### config.mk
export PLATFORM = sky130hd
export DESIGN_NAME = display_scanner_flat
export DESIGN_NICKNAME = d
export VERILOG_FILES = /design/src/rtl/display_scanner_pkg.sv /design/src/rtl/display_scanner_if.sv /design/src/rtl/display_scanner_scan_timer.sv /design/src/rtl/display_scanner.sv /design/src/flat_wrapper.sv
export SDC_FILE = /design/constraint.sdc
export NUM_CORES = 1
export LEC_CHECK = 0
export ABC_AREA = 1
export BUFFER_PORTS_ARGS = -buffer_cell sky130_fd_sc_hd__buf_2
export CAP_MARGIN = 20
export CORE_AREA = 3 3 89 91
export DETAILED_ROUTE_END_ITERATION = 12
export DIE_AREA = 0 0 92 94
export PLACE_DENSITY = 0.71
export SLEW_MARGIN = 0
export SYNTH_ARGS = -nofsm -noshare
export SYNTH_HDL_FRONTEND = slang
export SYNTH_HIERARCHICAL = 1
export SYNTH_SLANG_ARGS = --single-unit
### constraint.sdc
create_clock -name clk -period 3.1 [get_ports clk]
set_input_delay 0.155 -clock clk [delete_from_list [all_inputs] [get_ports clk]]
set_output_delay 0.155 -clock clk [all_outputs]
set_load 0.005 [all_outputs]
### src/rtl/display_scanner_pkg.sv
// Shared types and constants for the 4-digit multiplexed display scanner.
package display_pkg;

    localparam int         NUM_DIGITS = 4;
    localparam logic [3:0] ANODES_OFF = 4'b1111;

    typedef logic [3:0] digit_t;
    typedef logic [1:0] idx_t;

    // Active-low one-hot anode pattern for a digit index.
    function automatic logic [NUM_DIGITS-1:0] anode_sel(input idx_t i);
        return ~(4'b0001 << i);
    endfunction

endpackage

### src/rtl/display_scanner_if.sv
// Host-side bundle: value/strobe/controls in, decoder and anode drive out.
interface display_scanner_if;
    import display_pkg::*;

    logic [15:0] value;
    logic        load;
    logic [3:0]  dp_in;
    logic        blank_lz;
    logic [2:0]  brightness;
    digit_t      number;
    logic [3:0]  anodes;
    logic        dp_n;
    logic        frame_done;

    modport master (
        output value, load, dp_in, blank_lz, brightness,
        input  number, anodes, dp_n, frame_done
    );

    modport slave (
        input  value, load, dp_in, blank_lz, brightness,
        output number, anodes, dp_n, frame_done
    );

endinterface

### src/rtl/display_scanner_scan_timer.sv
// Slot prescaler and digit index counter for the display scanner.
module scan_timer
    import display_pkg::*;
#(
    parameter int CLK_DIV = 50000,
    localparam int PW = $clog2(CLK_DIV)
) (
    input  logic          clk,
    input  logic          rst,
    output logic [PW-1:0] pc,
    output idx_t          idx,
    output logic          slot_end,
    output logic          frame_end
);

    assign slot_end  = (pc == PW'(CLK_DIV - 1));
    assign frame_end = slot_end && (idx == idx_t'(NUM_DIGITS - 1));

    // Prescaler wraps at the slot end and steps the digit index along.
    always_ff @(posedge clk) begin
        if (rst) begin
            pc  <= '0;
            idx <= '0;
        end else if (slot_end) begin
            pc  <= '0;
            idx <= idx + 2'd1;
        end else begin
            pc  <= pc + 1'b1;
        end
    end

endmodule

### src/rtl/display_scanner.sv
// Four-digit multiplexed display scanner: tear-free shadow/display registers,
// leading-zero blanking, brightness PWM and registered drive outputs.
module display_scanner
    import display_pkg::*;
#(
    parameter int CLK_DIV = 50000
) (
    input  logic             clk,
    input  logic             rst,
    display_scanner_if.slave bus
);

    localparam int PW    = $clog2(CLK_DIV);
    localparam int SLOT8 = CLK_DIV / 8;

    logic [PW-1:0] pc;
    idx_t          idx;
    logic          slot_end;
    logic          frame_end;
    logic          boundary;

    logic [15:0] shadow_val, disp_val;
    logic [3:0]  shadow_dp,  disp_dp;

    digit_t      cur_nib;
    logic [3:0]  lz_zero;
    logic        blanked;
    logic [31:0] on_lim;
    logic        pwm_on;
    logic        lit;

    digit_t      number_q;
    logic [3:0]  anodes_q;
    logic        dp_n_q;
    logic        frame_done_q;

    scan_timer #(.CLK_DIV(CLK_DIV)) u_timer (
        .clk       (clk),
        .rst       (rst),
        .pc        (pc),
        .idx       (idx),
        .slot_end  (slot_end),
        .frame_end (frame_end)
    );

    // Frame boundary is always the last cycle of a slot.
    assign boundary = slot_end & frame_end;

    // Shadow takes every load; display only moves at the frame boundary,
    // with a same-cycle load bypassing straight into it.
    always_ff @(posedge clk) begin
        if (rst) begin
            shadow_val <= '0;
            shadow_dp  <= '0;
            disp_val   <= '0;
            disp_dp    <= '0;
        end else begin
            if (bus.load) begin
                shadow_val <= bus.value;
                shadow_dp  <= bus.dp_in;
            end
            if (boundary) begin
                disp_val <= bus.load ? bus.value : shadow_val;
                disp_dp  <= bus.load ? bus.dp_in : shadow_dp;
            end
        end
    end

    // Current nibble, leading-zero chain and PWM window for this slot.
    always_comb begin
        cur_nib    = disp_val[{idx, 2'b00} +: 4];
        lz_zero    = '0;
        lz_zero[3] = (disp_val[15:12] == 4'h0);
        lz_zero[2] = lz_zero[3] && (disp_val[11:8] == 4'h0);
        lz_zero[1] = lz_zero[2] && (disp_val[7:4] == 4'h0);
        blanked    = bus.blank_lz && lz_zero[idx];
        on_lim     = (32'(bus.brightness) + 32'd1) * 32'(SLOT8);
        pwm_on     = (pc != '0) && (32'(pc) < on_lim);
        lit        = pwm_on && !blanked;
    end

    // Output stage: one register between counter state and the pins.
    always_ff @(posedge clk) begin
        if (rst) begin
            number_q     <= '0;
            anodes_q     <= ANODES_OFF;
            dp_n_q       <= 1'b1;
            frame_done_q <= 1'b0;
        end else begin
            number_q     <= cur_nib;
            anodes_q     <= lit ? anode_sel(idx) : ANODES_OFF;
            dp_n_q       <= lit ? ~disp_dp[idx] : 1'b1;
            frame_done_q <= frame_end;
        end
    end

    assign bus.number     = number_q;
    assign bus.anodes     = anodes_q;
    assign bus.dp_n       = dp_n_q;
    assign bus.frame_done = frame_done_q;

endmodule

### src/flat_wrapper.sv
// flat-port wrapper written by rule: the top's interface ports become plain ports
module display_scanner_flat import display_pkg::*;
#(
    parameter int CLK_DIV = 50000
)
  (clk, rst, bus_value, bus_load, bus_dp_in, bus_blank_lz, bus_brightness, bus_number, bus_anodes, bus_dp_n, bus_frame_done);
  display_scanner_if bus_i ();
  input  logic clk;
  input  logic rst;
  input wire logic [$bits(bus_i.value)-1:0] bus_value;
  input wire logic [$bits(bus_i.load)-1:0] bus_load;
  input wire logic [$bits(bus_i.dp_in)-1:0] bus_dp_in;
  input wire logic [$bits(bus_i.blank_lz)-1:0] bus_blank_lz;
  input wire logic [$bits(bus_i.brightness)-1:0] bus_brightness;
  output wire logic [$bits(bus_i.number)-1:0] bus_number;
  output wire logic [$bits(bus_i.anodes)-1:0] bus_anodes;
  output wire logic [$bits(bus_i.dp_n)-1:0] bus_dp_n;
  output wire logic [$bits(bus_i.frame_done)-1:0] bus_frame_done;
  assign bus_i.value = bus_value;
  assign bus_i.load = bus_load;
  assign bus_i.dp_in = bus_dp_in;
  assign bus_i.blank_lz = bus_blank_lz;
  assign bus_i.brightness = bus_brightness;
  assign bus_number = bus_i.number;
  assign bus_anodes = bus_i.anodes;
  assign bus_dp_n = bus_i.dp_n;
  assign bus_frame_done = bus_i.frame_done;
  display_scanner #(.CLK_DIV(CLK_DIV)) u_core (.clk(clk), .rst(rst), .bus(bus_i));
endmodule
# [Word-level counts from Yosys, hierarchy flattened]
# Index checks and enable logic that the tools add are counted.
[totals] register_bits=68 inputBits=27 out_inout_bits=10 elab_cells=43
[op_classes] addsub=3 mul=1 order_cmp=2 n_eq_ne=2 n_shift=2 muxes=6 n_bitwise=4 n_reduce_logical=13
[op_table] cell="less-than comparator 16 x 32 -> 1 bit" count=1
[op_table] cell="multiplier 32 x 12 -> 31 bit, second input constant" count=1
[op_table] cell="adder 16 x 1 -> 16 bit, second input constant" count=1
[op_table] cell="equality test 16 bit, second input constant" count=1
[op_table] cell="two-way mux 16 bit" count=1
[op_table] cell="nonzero test 16 bit" count=1
[op_table] cell="variable part select 16 x 5 -> 4 bit" count=1
[op_table] cell="zero test 4 bit" count=3
[op_table] cell="logical AND 1 bit" count=6
[op_table] cell="adder 3 x 1 -> 4 bit, second input constant" count=1
[op_table] cell="binary-select mux 1 bit (select 2 bit)" count=2
[op_table] cell="two-way mux 4 bit" count=1
[op_table] cell="NOT 4 bit" count=1
[op_table] cell="OR reduction 2 bit" count=2
[op_table] cell="left shift 1 x 2 -> 4 bit, first input constant" count=1
[op_table] cell="less-than comparator 2 x 3 -> 1 bit, second input constant" count=1
[op_table] cell="adder 2 x 1 -> 2 bit, second input constant" count=1
[op_table] cell="equality test 2 bit, second input constant" count=1
[op_table] cell="two-way mux 1 bit" count=2
[op_table] cell="NOT 1 bit" count=2
[op_table] cell="bitwise AND 1 bit" count=1
[op_table] cell="zero test 1 bit" count=1

# [Longest topological paths before layout]
[logic_depth] ltp_word=10 depth_mapped=26 ltp_nobuf=26

# [Hierarchy]
# The synthesis kept the hierarchy.
[modules_own_cells] mod="display_scanner" n_inst=1 cells_per_inst=349 area_per_inst_um2=2753.9 seq_area_each_um2=1001.0
[modules_own_cells] mod="scan_timer" n_inst=1 cells_per_inst=149 area_per_inst_um2=1018.5 seq_area_each_um2=360.3

# [Worst setup path after synthesis]
# No wires, ideal clock.
[synth_path] path_type="input -> register" start="input bus_brightness[0]" end="register u_core.anodes_q[0], in the netlist u_core/bus.anodes[0]" setup_ns=0.130 arrival_time_ns=3.036 required_ns=2.970 path_slack_ns=-0.066 stages=21 path_buffers=0 path_cell_list="inv_2 ha_1 ha_1 ha_1 ha_1 nand2_2 nor2_2 nor2_2 o21bai_1 nand2_1 o21ai_1 xor2_1 ha_1 nand2_1 inv_1 nand2_1 nand2_1 nand2_1 nand2_1 a21oi_4 nand3_1"
[synth_between] elab_chain_cells=7
[synth_rtl] element="start: declaration" line_no="flat_wrapper.sv:14" rtl="input wire logic [$bits(bus_i.brightness)-1:0] bus_brightness;"
[synth_rtl] element="adder 3 x 1 -> 4 bit" line_no="display_scanner.sv:77" rtl="on_lim = (32'(bus.brightness) + 32'd1) * 32'(SLOT8);"
[synth_rtl] element="multiplier 32 x 12 -> 31 bit" line_no="display_scanner.sv:77"
[synth_rtl] element="less-than comparator 16 x 32 -> 1 bit" line_no="display_scanner.sv:78" rtl="pwm_on = (pc != '0) && (32'(pc) < on_lim);"
[synth_rtl] element="logical AND 1 bit" line_no="display_scanner.sv:78"
[synth_rtl] element="logical AND 1 bit" line_no="display_scanner.sv:79" rtl="lit = pwm_on && !blanked;"
[synth_rtl] element="NOT 1 bit (no line)"
[synth_rtl] element="OR reduction 2 bit (no line)"
[synth_rtl] element="end signal: assignment" line_no="display_scanner.sv:91" rtl="anodes_q <= lit ? anode_sel(idx) : ANODES_OFF;"
[synth_rtl] element="end: declaration" line_no="display_scanner.sv:33" rtl="logic [3:0] anodes_q;"
# No other way between the ends.
# A chain may end at the register's enable or synchronous reset.

# [Worst setup path in the final report]
[layout_path] start="input bus_brightness[1]" end="register u_core.anodes_q[1], in the netlist u_core/bus.anodes[1]"
# The elaborated chain is that of the path after synthesis.

==> impl_metrics.yaml <==
sta:
  setup_ws_ps: 113
  setup_viol: 0
  slew_headroom_pct: 61.5
  clock_skew_ps: 6.94
  period_needed_ps: 2990
  finalSetupTns_ps: 0
  fmax_mhz: 335
  tightest_slew_ps: 577
  hold_viol: 0
  min_period_over_period_pct: 96.4
  drv_slew: 0
yosys:
  synth.area.top_cells: "dfxtp_1, ha_1, nand2_1"
  synth-xor-area-share_pct: 2.79
  synthSimpleGateAreaFrac_pct: 27.1
  syn_nets: 558
  synth_top_family_by_area: "simple AND/OR/NAND/NOR gates"
  synth_flop_cell: "dfxtp_1"
  synth-seq-cells: 68
  async_flop_share_pct: 0
  synth-edff-count: 0
  yosysTopAreaCellShare_pct: 36.1
  synthDistinctLibCells: 36
  ys_warn_count: 6
  synth_seq_area_share_pct: 36.1
  synth_compound_area_share_pct: 11.2
  avgSynthCellArea_um2: 7.58
  synthMuxAreaShare_pct: 5.31
  syn_inst: 498
  netlist_area_um2: 3770
  yosysTopAreaCell: "dfxtp_1"
  synthAdderAreaFrac_pct: 10.9
critical_path:
  cp_top_family: "adder cells"
  crit_arrival_ps: 3210
  slowest_delay_ps: 310
  critical_path_depth: 21
  crit_fanout: 5
  crit_buf_inv: 4
  path_cells: "buf_2, inv_2, nor3_2, buf_4, ha_4, ha_4, ha_1, nand2_1, nand2_1, o21bai_2, buf_4, xor2_1, ha_1, a21oi_1, o21ai_0, nand2_1, nand2_1, nand2_1, nand2_1, a21oi_4, nand3_1"
  worstPathRequired_ps: 3330
  ff2ff_path_depth: 10
  cpMostUsedCell: "nand2_1"
  cp-end-kind: "register"
  critPathKind: "in -> reg"
  cp_slowest_cell: "nor3_2"
  startpoint_type: "primary input"
layout:
  syn2layout_area_growth_pct: 21.4
  final_util_pct: 63.5
  diodes: 0
  layout_commonest_cell: "nand2_1"
  most-common-layout-cells: "nand2_1, nor2_1, dfxtp_1"
  nNetsFinal: 619
  drive_above_1_share_pct: 23.8
placed_design:
  dpl.hpwl_um: 6280
  port_buffers: 36
  pre_cts_ws_ps: -267
  place_congestion: 0.862
clocking:
  clock_sinks: 68
  clk_pin_slew_ps: 80
  insertion_delay_ps: 340
  cts_root_buf: "clkbuf_8"
  clock_path_buffers: 2
  numCtsBuffers: 9
  cts-htree-levels: 3
  cts_tree: "built"
  cts_setup_buffers: 0
routing:
  wire_per_inst_um: 12.9
  drtIter0Drc: 191
  firstDrtPassIters: 5
  antenna_left: 0
  drt-total-wl_um: 8520
  drc: 0
  vias: 3434
  vias_per_cell: 5.18
floorplan:
  die_y_um: 94
  rows: 31
  ios: 37
  die_w_um: 92
  die_area_um2: 8650
  initial_core_util_pct: 52.3
  core_area_um2: 7210
global_route:
  grt_pass1_vias: 3211
  grt_start_max_net_pins: 37
  grt.overflow.total: 0
  grt_usage_pct: 20.7
  antenna_found_initial: 0
  grt_pass1_wl_um: 14300
min_path:
  min_path_type: "in -> reg"
  hold_depth: 3
pwr:
  max-vdd-ir-drop_mv: 0.302
  total_leakage_power_nw: 2.02
  power.density_nw_per_um2: 443
outcome:
  run_status: "completed"
run:
  drv_cap: 0
timing repair:
item,in CTS,in global routing
hold buffers,0,0
gates resized for setup,0,20
endpoints found under the setup margin,0,5
synth_stat cells (2+ instances only):
cell type,number
clkbuf_1,9
nor3_1,6
inv_2,7
xor2_1,10
nand2_1,85
nor2_2,16
a21oi_1,33
xnor2_1,2
nand2_2,6
mux2i_1,20
nor2_1,71
a22oi_1,4
ha_1,33
nand3_1,27
o21bai_1,4
o21ai_0,28
dfxtp_1,68
a31oi_1,2
buf_2,2
nand3b_1,3
inv_1,42
nand4_1,6
cells by family after synthesis:
logic type      Yosys count
simple gates            228
compound gates           76
flops                    68
buf+inv                  61
fa+ha+maj                33
mux                      20
xor+xnor                 12
metrics by stage:
stage               cells  hold WS, ps  power (W)  instance area (um2)
detailed placement    647          422    0.00123                 4240
CTS                   663         60.0    0.00202                 4460
global route          663         77.2    0.00212                 4580
floorplan             498          322    0.00112                 3800
global placement      647          426    0.00122                 4240
finish                663         76.4    0.00203                 4580
cell type report:
class	count	area, um2
fillers	656	2640
repair buffers	62	375
inverters	49	186
clock inverters	6	88.8
clock buffers	10	128
flip-flops and latches	68	1360
multi-input cells	369	2310
well taps	99	124
flip-flops by register name, summed over array words and instances, names as in the netlist, 2 cells and up:
signal / count
u_core/bus.anodes: 4
u_core/bus.number: 4
u_core/u_timer/pc: 16
u_core/disp_val: 16
u_core/u_timer/idx: 2
u_core/shadow_val: 16
u_core/disp_dp: 4
u_core/shadow_dp: 4
per-layer routing:
metal | routed length [um] | GRT usage [%] | share of wire, % | up-vias
li1 | - | - | - | 1765
met1 | 3950 | 27.1 | 46 | 1581
met2 | 4020 | 34.5 | 47 | 80
met3 | 467 | 4.73 | 5.5 | 8
met4 | 87 | 5.69 | 1.0 | 0
met5 | 0 | 0 | 0 | -
worst min-delay path, cell delays in order:
cell and delay (ps):
buf_2 70, mux2i_1 70, nor2_1 90
report_power, final:
| group | switching [W] | total [W] | leakage, nW | internal (W) |
|---|---|---|---|---|
| clock | 0.000337 | 0.000790 | 0.102 | 0.000453 |
| combinational | 0.000179 | 0.000335 | 1.36 | 0.000157 |
| sequential | 0.00000963 | 0.000903 | 0.553 | 0.000893 |
final timing paths:
kind	slack, ps	endpoint	start
worst max-delay path	110	u_core/bus.anodes[1]$_SDFF_PP1_	bus_brightness[1]
worst min-delay path	80	u_core/shadow_val[2]$_SDFF_PP0_	bus_value[2]
worst max register to register	900	u_core/disp_dp[2]$_SDFFE_PP0P_	u_core/u_timer/pc[0]$_SDFF_PP0_
worst min register to register	500	u_core/shadow_dp[3]$_SDFF_PP0_	u_core/shadow_dp[3]$_SDFF_PP0_
Note: power is estimated with default switching activity, not from simulation.
